<file path="src/rtl/controle_maquina_cafe.sv">
// rtl/controle_maquina_cafe.sv - main sequencer of the coffee machine
//
// Purpose: runs OCIOSO -> ESCOLHA -> SENSORES -> PAGAMENTO -> PREPARO (+ ERRO),
// gates the choice/sensor/payment sub-blocks, times brew, error hold and
// user-inactivity timeouts with one shared saturating counter.
//
// Ports:
//   clock, reset       system clock; synchronous active-high reset
//   iniciar            start request
//   cancelar           user cancel
//   escolha_ok         valid drink chosen
//   sensores_ok        sensors good
//   sensores_falha     any sensor fault
//   pagamento_ok       sufficient credit
//   atividade          user keypress, restarts the inactivity timeout
//   Estado[2:0]        state code for the display mux
//   en_escolha, en_sensores, en_pagamento   sub-block enables (Moore)
//   liberar_cafe       dispense valve (Moore, PREPARO)
//   devolver           1-cycle registered refund pulse
//   erro               fault indicator (Moore, ERRO)
module controle_maquina_cafe #(
    parameter int TEMPO_PREPARO  = 200,
    parameter int TIMEOUT_CICLOS = 5000,
    parameter int TEMPO_ERRO     = 100
) (
    input  logic       clock,
    input  logic       reset,
    input  logic       iniciar,
    input  logic       cancelar,
    input  logic       escolha_ok,
    input  logic       sensores_ok,
    input  logic       sensores_falha,
    input  logic       pagamento_ok,
    input  logic       atividade,
    output logic [2:0] Estado,
    output logic       en_escolha,
    output logic       en_sensores,
    output logic       en_pagamento,
    output logic       liberar_cafe,
    output logic       devolver,
    output logic       erro
);

    typedef enum logic [2:0] {
        OCIOSO    = 3'b000,
        ESCOLHA   = 3'b001,
        SENSORES  = 3'b010,
        PAGAMENTO = 3'b011,
        PREPARO   = 3'b100,
        ERRO      = 3'b101
    } estado_t;

    localparam int MAX_A = (TEMPO_PREPARO > TIMEOUT_CICLOS) ? TEMPO_PREPARO : TIMEOUT_CICLOS;
    localparam int MAX_P = (MAX_A > TEMPO_ERRO) ? MAX_A : TEMPO_ERRO;
    localparam int CW    = $clog2(MAX_P) + 1;

    // Terminal counts: a state lasting N cycles leaves when the counter shows N-1.
    localparam logic [CW-1:0] LIM_PREPARO = CW'(TEMPO_PREPARO - 1);
    localparam logic [CW-1:0] LIM_TIMEOUT = CW'(TIMEOUT_CICLOS - 1);
    localparam logic [CW-1:0] LIM_ERRO    = CW'(TEMPO_ERRO - 1);

    estado_t       state;
    estado_t       next_state;
    logic [CW-1:0] cnt;
    logic          cnt_clr;
    logic          timeout;
    logic          dev_next;

    // A keypress in the same cycle as the terminal count still rescues the user.
    assign timeout = (cnt == LIM_TIMEOUT) && !atividade;

    always_comb begin
        next_state = state;
        cnt_clr    = 1'b0;
        case (state)
            OCIOSO: begin
                if (iniciar) next_state = ESCOLHA;
            end
            ESCOLHA: begin
                cnt_clr = atividade;
                if (cancelar)        next_state = OCIOSO;
                else if (timeout)    next_state = OCIOSO;
                else if (escolha_ok) next_state = SENSORES;
            end
            SENSORES: begin
                if (cancelar)            next_state = OCIOSO;
                else if (sensores_falha) next_state = ERRO;
                else if (sensores_ok)    next_state = PAGAMENTO;
            end
            PAGAMENTO: begin
                cnt_clr = atividade;
                if (cancelar)          next_state = OCIOSO;
                else if (timeout)      next_state = OCIOSO;
                else if (pagamento_ok) next_state = PREPARO;
            end
            PREPARO: begin
                if (cnt == LIM_PREPARO) next_state = OCIOSO;
            end
            ERRO: begin
                if (cnt == LIM_ERRO) next_state = OCIOSO;
            end
            default: next_state = OCIOSO;
        endcase
    end

    // The only exits from PAGAMENTO to OCIOSO are cancel and timeout, both refund.
    assign dev_next = (state == PAGAMENTO) && (next_state == OCIOSO);

    always_ff @(posedge clock) begin
        if (reset) begin
            state    <= OCIOSO;
            cnt      <= '0;
            devolver <= 1'b0;
        end else begin
            state    <= next_state;
            devolver <= dev_next;
            if ((next_state != state) || cnt_clr) begin
                cnt <= '0;
            end else if (cnt != {CW{1'b1}}) begin
                cnt <= cnt + 1'b1;
            end
        end
    end

    assign Estado       = state;
    assign en_escolha   = (state == ESCOLHA);
    assign en_sensores  = (state == SENSORES);
    assign en_pagamento = (state == PAGAMENTO);
    assign liberar_cafe = (state == PREPARO);
    assign erro         = (state == ERRO);

endmodule

</file>
<file path="config.mk">
export PLATFORM = sky130hd
export DESIGN_NAME = controle_maquina_cafe
export DESIGN_NICKNAME = d
export VERILOG_FILES = /design/src/rtl/controle_maquina_cafe.sv
export SDC_FILE = /design/constraint.sdc
export NUM_CORES = 1
export LEC_CHECK = 0
export BUFFER_PORTS_ARGS = -buffer_cell sky130_fd_sc_hd__buf_4
export CORE_MARGIN = 8
export CORE_UTILIZATION = 49
export DETAILED_ROUTE_END_ITERATION = 12
export GPL_TIMING_DRIVEN = 0
export HOLD_SLACK_MARGIN = 0.12
export PLACE_DENSITY_LB_ADDON = 0.05
export REMOVE_ABC_BUFFERS = 1
export SYNTH_ARGS = -nofsm -noshare
export SYNTH_HDL_FRONTEND = slang
export SYNTH_SLANG_ARGS = --single-unit
</file>
<file path="constraint.sdc">
create_clock -name clock -period 1.92 [get_ports clock]
set_input_delay 0 -clock clock [delete_from_list [all_inputs] [get_ports clock]]
set_output_delay 0 -clock clock [all_outputs]
set_load 0.02 [all_outputs]
</file>
==> results.py, run 1 <==
metrics = {
    "floorplan": {
        "initial_core_util": 0.508,
        "num_rows": 17,
        "die-height_um": 63.7,
        "core_area_mm2": 0.00219,
        "dieArea_mm2": 0.00405,
        "pin_count": 18,
        "die_w_um": 63.7,
    },
    "placement": {
        "place_congestion": 0.842,
        "hpwlAfterDp_um": 1830,
        "dp.cells": 178,
        "port_buffers": 17,
    },
    "detailed_routing": {
        "post_drt_wl_per_cell_um": 14.7,
        "ant_nets": 0,
        "drt_iter0_markers": 34,
        "wl_um": 2810,
        "firstDrtPassIters": 5,
        "drcViolationCount": 0,
        "vias": 1135,
        "vias_per_cell": 5.94,
    },
    "grt": {
        "grt_util_met3": 0.0424,
        "grt_pass1_vias": 1040,
        "grtUsageMet1": 0.181,
        "grt_first_pass_wirelength_um": 4920,
        "grt_max_degree": 18,
        "grt.overflow.total": 0,
        "grt.busiest_layer": "met2",
        "use_met2": 0.231,
        "antenna_found_initial": 0,
        "track_usage": 0.144,
    },
    "power": {
        "seqPwrFrac": 0.530,
        "p_int_mw": 0.541,
        "powerDensity_mw_per_mm2": 492,
        "p_comb_frac": 0.147,
        "p_leak_nw": 0.536,
        "ir_drop_mv": 0.442,
        "switching_power_mw": 0.178,
        "clkPwrFrac": 0.323,
        "swShare": 0.248,
    },
    "critical_path": {
        "crit_required_ps": 2120,
        "slowest_stage": "or4_4",
        "cp_top_family": "simple AND/OR/NAND/NOR gates",
        "crit_path_start_kind": "flip-flop",
        "path_cells": "or4b_4 > or4_4 > a22oi_2 > or4_4 > nor3_2",
        "crit_path_end_kind": "flip-flop",
        "crit_fanout": 7,
        "critPathArrivalTime_ps": 2290,
        "rrSetupSlack_ps": -170,
        "path_class": "flip-flop to flip-flop",
        "critPathBufInv": 0,
        "cp_slowest_stage_delay_ps": 600,
        "path_common_cell": "or4_4",
    },
    "timing": {
        "final_hold_viol_count": 0,
        "setup_ws_ps": -174,
        "final.setup.tns_ps": -2480,
        "skew_ps": 3.01,
        "drv_slew": 0,
        "fin_crit_sh": 1.09,
        "grt_setup_unrepaired": "true",
        "worst_pin_slew_ps": 411,
        "fmax_ghz": 0.477,
        "max_slew_margin": 0.725,
        "setup-violations-final": 16,
        "finalCriticalPeriod_ps": 2090,
    },
    "finish": {
        "instances_no_fill": 191,
        "antenna_cells": 0,
        "multi_input_area_um2": 805,
        "n_fill_cell": 193,
        "nets": 174,
        "area_growth_pct": 31.3,
        "drive_gt1_frac": 0.350,
        "seq_area_um2": 385,
    },
    "logic_synthesis": {
        "yosys.cell_types.count": 41,
        "ys_async_sr_fraction": 0,
        "ys_seq_area_frac": 0.324,
        "synth_area_mm2": 0.00111,
        "synth_cells": 141,
        "synth.top_cells.by_area": "dfxtp_1 (32%), nor2_1 (8.1%), xor2_1 (5.5%), nand4_1 (3.9%), nand3_1 (3.1%)",
        "yosys_warnings": 0,
        "ys_seq_elements": 18,
        "syn_area_per_cell_um2": 7.90,
        "yosysTopAreaCellShare": 0.324,
        "synth_edf_count": 0,
        "synthFlopType": "dfxtp_1",
        "synth_top_area_cell": "dfxtp_1",
    },
    "flow_run": {
        "drv_cap": 0,
    },
    "cts": {
        "cts-root-buf": "clkbuf_4",
        "clock-sinks": 18,
        "cts_buffer_depth": 2,
        "clkLatencyLatePin_ps": 290,
        "clkTransAtPathRegs_ps": 100,
        "cts_tree": "built",
        "cts_inserted_buffers": 3,
        "htree_levels": 1,
    },
    "min_path": {
        "hp-class": "input pin to flip-flop",
    },
    "outcome": {
        "violations": "negative setup slack",
        "status": "complete, but fails checks",
    },
}
cell families after synthesis:
kind of cell	count (synthesis)	synth area share
AO/OA/AOI/OAI	19	0.118
XOR/XNOR	8	0.0629
adder cells (fa/ha/maj)	1	0.0112
buffers and inverters	9	0.0404
flip-flops	18	0.324
multiplexers	2	0.0180
AND/OR/NAND/NOR	84	0.426
through the flow:
stage          power (mW)  setup WS, ps  utilization  cell area [um2]  hold slack [ps]
2_1_floorplan       0.439          -255            -             1070             69.1
3_3_place_gp        0.473          -459        0.564             1230              190
3_5_place_dp        0.475          -473        0.564             1230              196
4_1_cts             0.728          -174        0.653             1430              132
5_1_grt             0.751          -231        0.668             1460              152
6_report            0.719          -174        0.668             1460              128
repair_timing:
item                                    CTS  global route
hold buffers                              4             0
resized for setup                        22            10
buffers inserted                          4             0
endpoints found under the setup margin   17            18
gates cloned                              1             0
pin swaps                                22             6
hold endpoints to repair                  4             0
synthesized netlist by cell type (2+ instances only):
cell	count
nor2b_1	4
mux2i_1	2
nand3_1	7
and3_1	3
nor4_1	2
nor2_1	24
and2_1	2
or4_1	4
nand4_1	7
o21ai_0	5
nand2b_1	4
nor4bb_1	3
dfxtp_1	18
clkbuf_1	6
a21oi_1	5
xor2_1	7
and4_1	3
nor3_1	4
nand2_1	9
layout make-up:
cell class	count	share of cell area
Timing Repair Buffer	25	0.135
Tap cell	28	0.0240
Sequential cell	18	0.263
Multi-Input combinational cell	115	0.550
Clock buffer	4	0.0248
Inverter	1	0.00257
sequential cells by signal, summed over array words and instances (netlist names):
| signal | cells |
|---|---|
| cnt | 14 |
| devolver | 1 |
| Estado | 3 |
per-layer routing:
metal	vias up	wire (um)
met2	23	1340
met1	550	1300
met5	-	0
li1	558	-
met4	0	34
met3	4	129
worst reg2reg max path, cell delays in order, from the launching register on:
cell and delay [ps]:
dfxtp_4 350, or4b_4 500, or4_4 600, a22oi_2 250
or4_4 230, nor3_2 60
power by group through the flow:
| stage | Combinational [mW] | Clock (mW) | Sequential (mW) |
|---|---|---|---|
| after floorplan | 0.0406 | 0 | 0.398 |
| after global placement | 0.0748 | 0 | 0.398 |
| after detailed placement | 0.0763 | 0 | 0.398 |
| after CTS | 0.104 | 0.243 | 0.382 |
| after global routing | 0.116 | 0.253 | 0.382 |
| final | 0.106 | 0.232 | 0.381 |
placed cells by master, fill, tap and decap left out, types with 4 or more instances in the layout:
| master | Yosys | layout |
|---|---|---|
| buf_4 | 1 | 21 |
| nand2_1 | 9 | 9 |
| nand3_1 | 7 | 7 |
| nor2b_1 | 4 | 4 |
| xor2_1 | 7 | 7 |
| dfxtp_4 | 0 | 5 |
| nor2_1 | 24 | 22 |
| or4_4 | 1 | 4 |
| dfxtp_1 | 18 | 8 |
| nand4_1 | 7 | 7 |
| dfxtp_2 | 0 | 5 |
| nand2b_1 | 4 | 4 |
| dlygate4sd3_1 | 0 | 4 |
| o21ai_0 | 5 | 5 |
worst paths after layout:
check,depth (start not counted),endpoint,from
setup / recovery,5,cnt[13]$_SDFFE_PP0P_,cnt[6]$_SDFFE_PP0P_
hold / removal,4,Estado[2]$_SDFF_PP0_,pagamento_ok
setup reg to reg,5,cnt[13]$_SDFFE_PP0P_,cnt[6]$_SDFFE_PP0P_
hold reg to reg,2,cnt[1]$_SDFFE_PP0P_,cnt[1]$_SDFFE_PP0P_
No activity file was read; power rests on OpenSTA's default activity.
==> run 2: changes to the inputs <==
==> constraint.sdc (replaced) <==
create_clock -name clock -period 1.92 [get_ports clock]
set_input_delay 0.384 -clock clock [delete_from_list [all_inputs] [get_ports clock]]
set_output_delay 0.384 -clock clock [all_outputs]
set_load 0.02 [all_outputs]
==> run 2 against run 1 <==
The flow still finishes with violations (negative setup slack). Final cell count down 2.1%. Utilization down 1.7 points. Clock-buffer cell count unchanged. First-iteration DRC count down 21%.
==> results.py, run 2 (same netlist as run 1, synthesis figures left out) <==
metrics = {
    "critical_path": {
        "cp_slowest_stage_delay_ps": 600,
        "slowest_stage": "or4_4",
        "rr_worst_depth": 5,
        "path_class": "flip-flop to flip-flop",
        "crit_required_ps": 2160,
        "path_cells": "or4b_4 > or4_4 > a32o_2 > a21boi_2 > and4_1",
        "critPathBufInv": 0,
        "critPathArrivalTime_ps": 2360,
        "crit_fanout": 5,
        "crit_path_end_kind": "flip-flop",
        "cp_top_family": "simple AND/OR/NAND/NOR gates",
        "crit_cells": 5,
        "crit_path_start_kind": "flip-flop",
    },
    "cts": {
        "cts_tree": "built",
        "clkLatencyLatePin_ps": 290,
        "cts_buffer_depth": 2,
        "htree_levels": 1,
        "clock-sinks": 18,
        "clkTransAtPathRegs_ps": 100,
        "cts-root-buf": "clkbuf_4",
        "cts_hold_buf": 0,
        "cts_inserted_buffers": 3,
    },
    "finish": {
        "layout_commonest_cell": "nor2_1",
        "largest_register_ffs": 14,
        "instances_no_fill": 187,
        "nets": 170,
        "drive_gt1_frac": 0.358,
        "n_fill_cell": 203,
        "area_growth_pct": 28.0,
        "final_cell_mix": "nor2_1 (23), buf_4 (21), nand2_1 (9)",
        "regMostFlops": "cnt",
        "antenna_cells": 0,
    },
    "grt": {
        "grt_pass1_vias": 1021,
        "grt_first_pass_wirelength_um": 4860,
        "grt.overflow.total": 0,
        "antenna_found_initial": 0,
        "track_usage": 0.143,
        "grt_max_degree": 18,
    },
    "timing": {
        "grt_setup_unrepaired": "true",
        "finalCriticalPeriod_ps": 2110,
        "skew_ps": 1.29,
        "worst_pin_slew_ps": 424,
        "fin_crit_sh": 1.10,
        "max_slew_margin": 0.716,
        "fin_worst_hold_slack_ps": 256,
        "drv_slew": 0,
        "final_hold_viol_count": 0,
        "fmax_ghz": 0.474,
        "setup-violations-final": 16,
        "setup_ws_ps": -191,
    },
    "floorplan": {
        "die-height_um": 63.7,
        "initial_core_util": 0.508,
        "die_w_um": 63.7,
        "core_area_mm2": 0.00219,
        "num_rows": 17,
        "dieArea_mm2": 0.00405,
        "pin_count": 18,
    },
    "detailed_routing": {
        "post_drt_wl_per_cell_um": 15.1,
        "wl_um": 2830,
        "vias_per_cell": 6.03,
        "ant_nets": 0,
        "drt_iter0_markers": 27,
        "vias": 1127,
        "firstDrtPassIters": 4,
        "drcViolationCount": 0,
    },
    "power": {
        "powerDensity_mw_per_mm2": 500,
        "ir_drop_mv": 0.442,
        "p_leak_nw": 0.519,
    },
    "placement": {
        "hpwlAfterDp_um": 1830,
        "dp.cells": 178,
        "port_buffers": 17,
        "place_congestion": 0.842,
        "dpl_worst_slack_ps": -473,
    },
    "outcome": {
        "violations": "negative setup slack",
        "status": "complete, but fails checks",
    },
    "flow_run": {
        "drv_cap": 0,
    },
    "min_path": {
        "hp-class": "input pin to flip-flop",
        "hold_depth": 2,
    },
}
[run 2: cell count changes in the layout (fill, tap and decap cells not counted), sizes merged]
cell	before	now
dlygate4sd3	4	0
[run 2: layout make-up]
type | instances | area (um2) | share of cell area
timing repair buffer | 21 | 158 | 0.111
multi-input combinational | 115 | 807 | 0.566
clock buffer | 4 | 36.3 | 0.0255
inverter | 1 | 3.75 | 0.00263
tap | 28 | 35.0 | 0.0246
sequential | 18 | 385 | 0.270
[run 2: power by group]
part,switching [mW],total [mW],leakage [nW],internal (mW)
combinational,0.0533,0.101,0.347,0.0476
clock,0.115,0.231,0.0210,0.116
sequential,0.00771,0.381,0.152,0.373
total,0.176,0.713,0.519,0.537
[run 2: repair_timing]
| action | in CTS | in global routing |
|---|---|---|
| pin swaps | 22 | 6 |
| gates cloned | 1 | 0 |
| gates resized for setup | 22 | 10 |
| buffers inserted | 4 | 0 |
| setup endpoints to repair | 17 | 20 |
[run 2: path summary, 6_finish.rpt]
check,startpoint,end,slack [ps]
setup reg to reg,cnt[6]$_SDFFE_PP0P_,devolver$_SDFF_PP0_,-190
hold reg to reg,cnt[1]$_SDFFE_PP0P_,cnt[1]$_SDFFE_PP0P_,570
setup / recovery,cnt[6]$_SDFFE_PP0P_,devolver$_SDFF_PP0_,-190
hold / removal,reset,Estado[0]$_SDFF_PP0_,260
[run 2: stage by stage]
stage | util | power [mW] | TNS, ps | area, um2
after CTS | 0.635 | 0.722 | -2210 | 1390
after floorplan | - | 0.439 | -2820 | 1070
final | 0.650 | 0.713 | -2310 | 1430
after global placement | 0.564 | 0.473 | -6500 | 1230
after detailed placement | 0.564 | 0.475 | -6660 | 1230
after global routing | 0.650 | 0.746 | -3340 | 1430
[run 2: layer usage]
layer | vias up | GRT usage | share of wire | wire, um
met4 | 0 | 0.0390 | 0.012 | 34
met5 | - | 0 | 0 | 0
met3 | 4 | 0.0442 | 0.047 | 134
met2 | 32 | 0.229 | 0.47 | 1330
li1 | 554 | - | - | -
met1 | 537 | 0.179 | 0.47 | 1320
[run 2: worst reg2reg max path, delay by kind of cell, from the launching register on]
family | cells | cell delay (ps)
simple gates | 3 | 1270
flops | 1 | 350
compound gates | 2 | 440
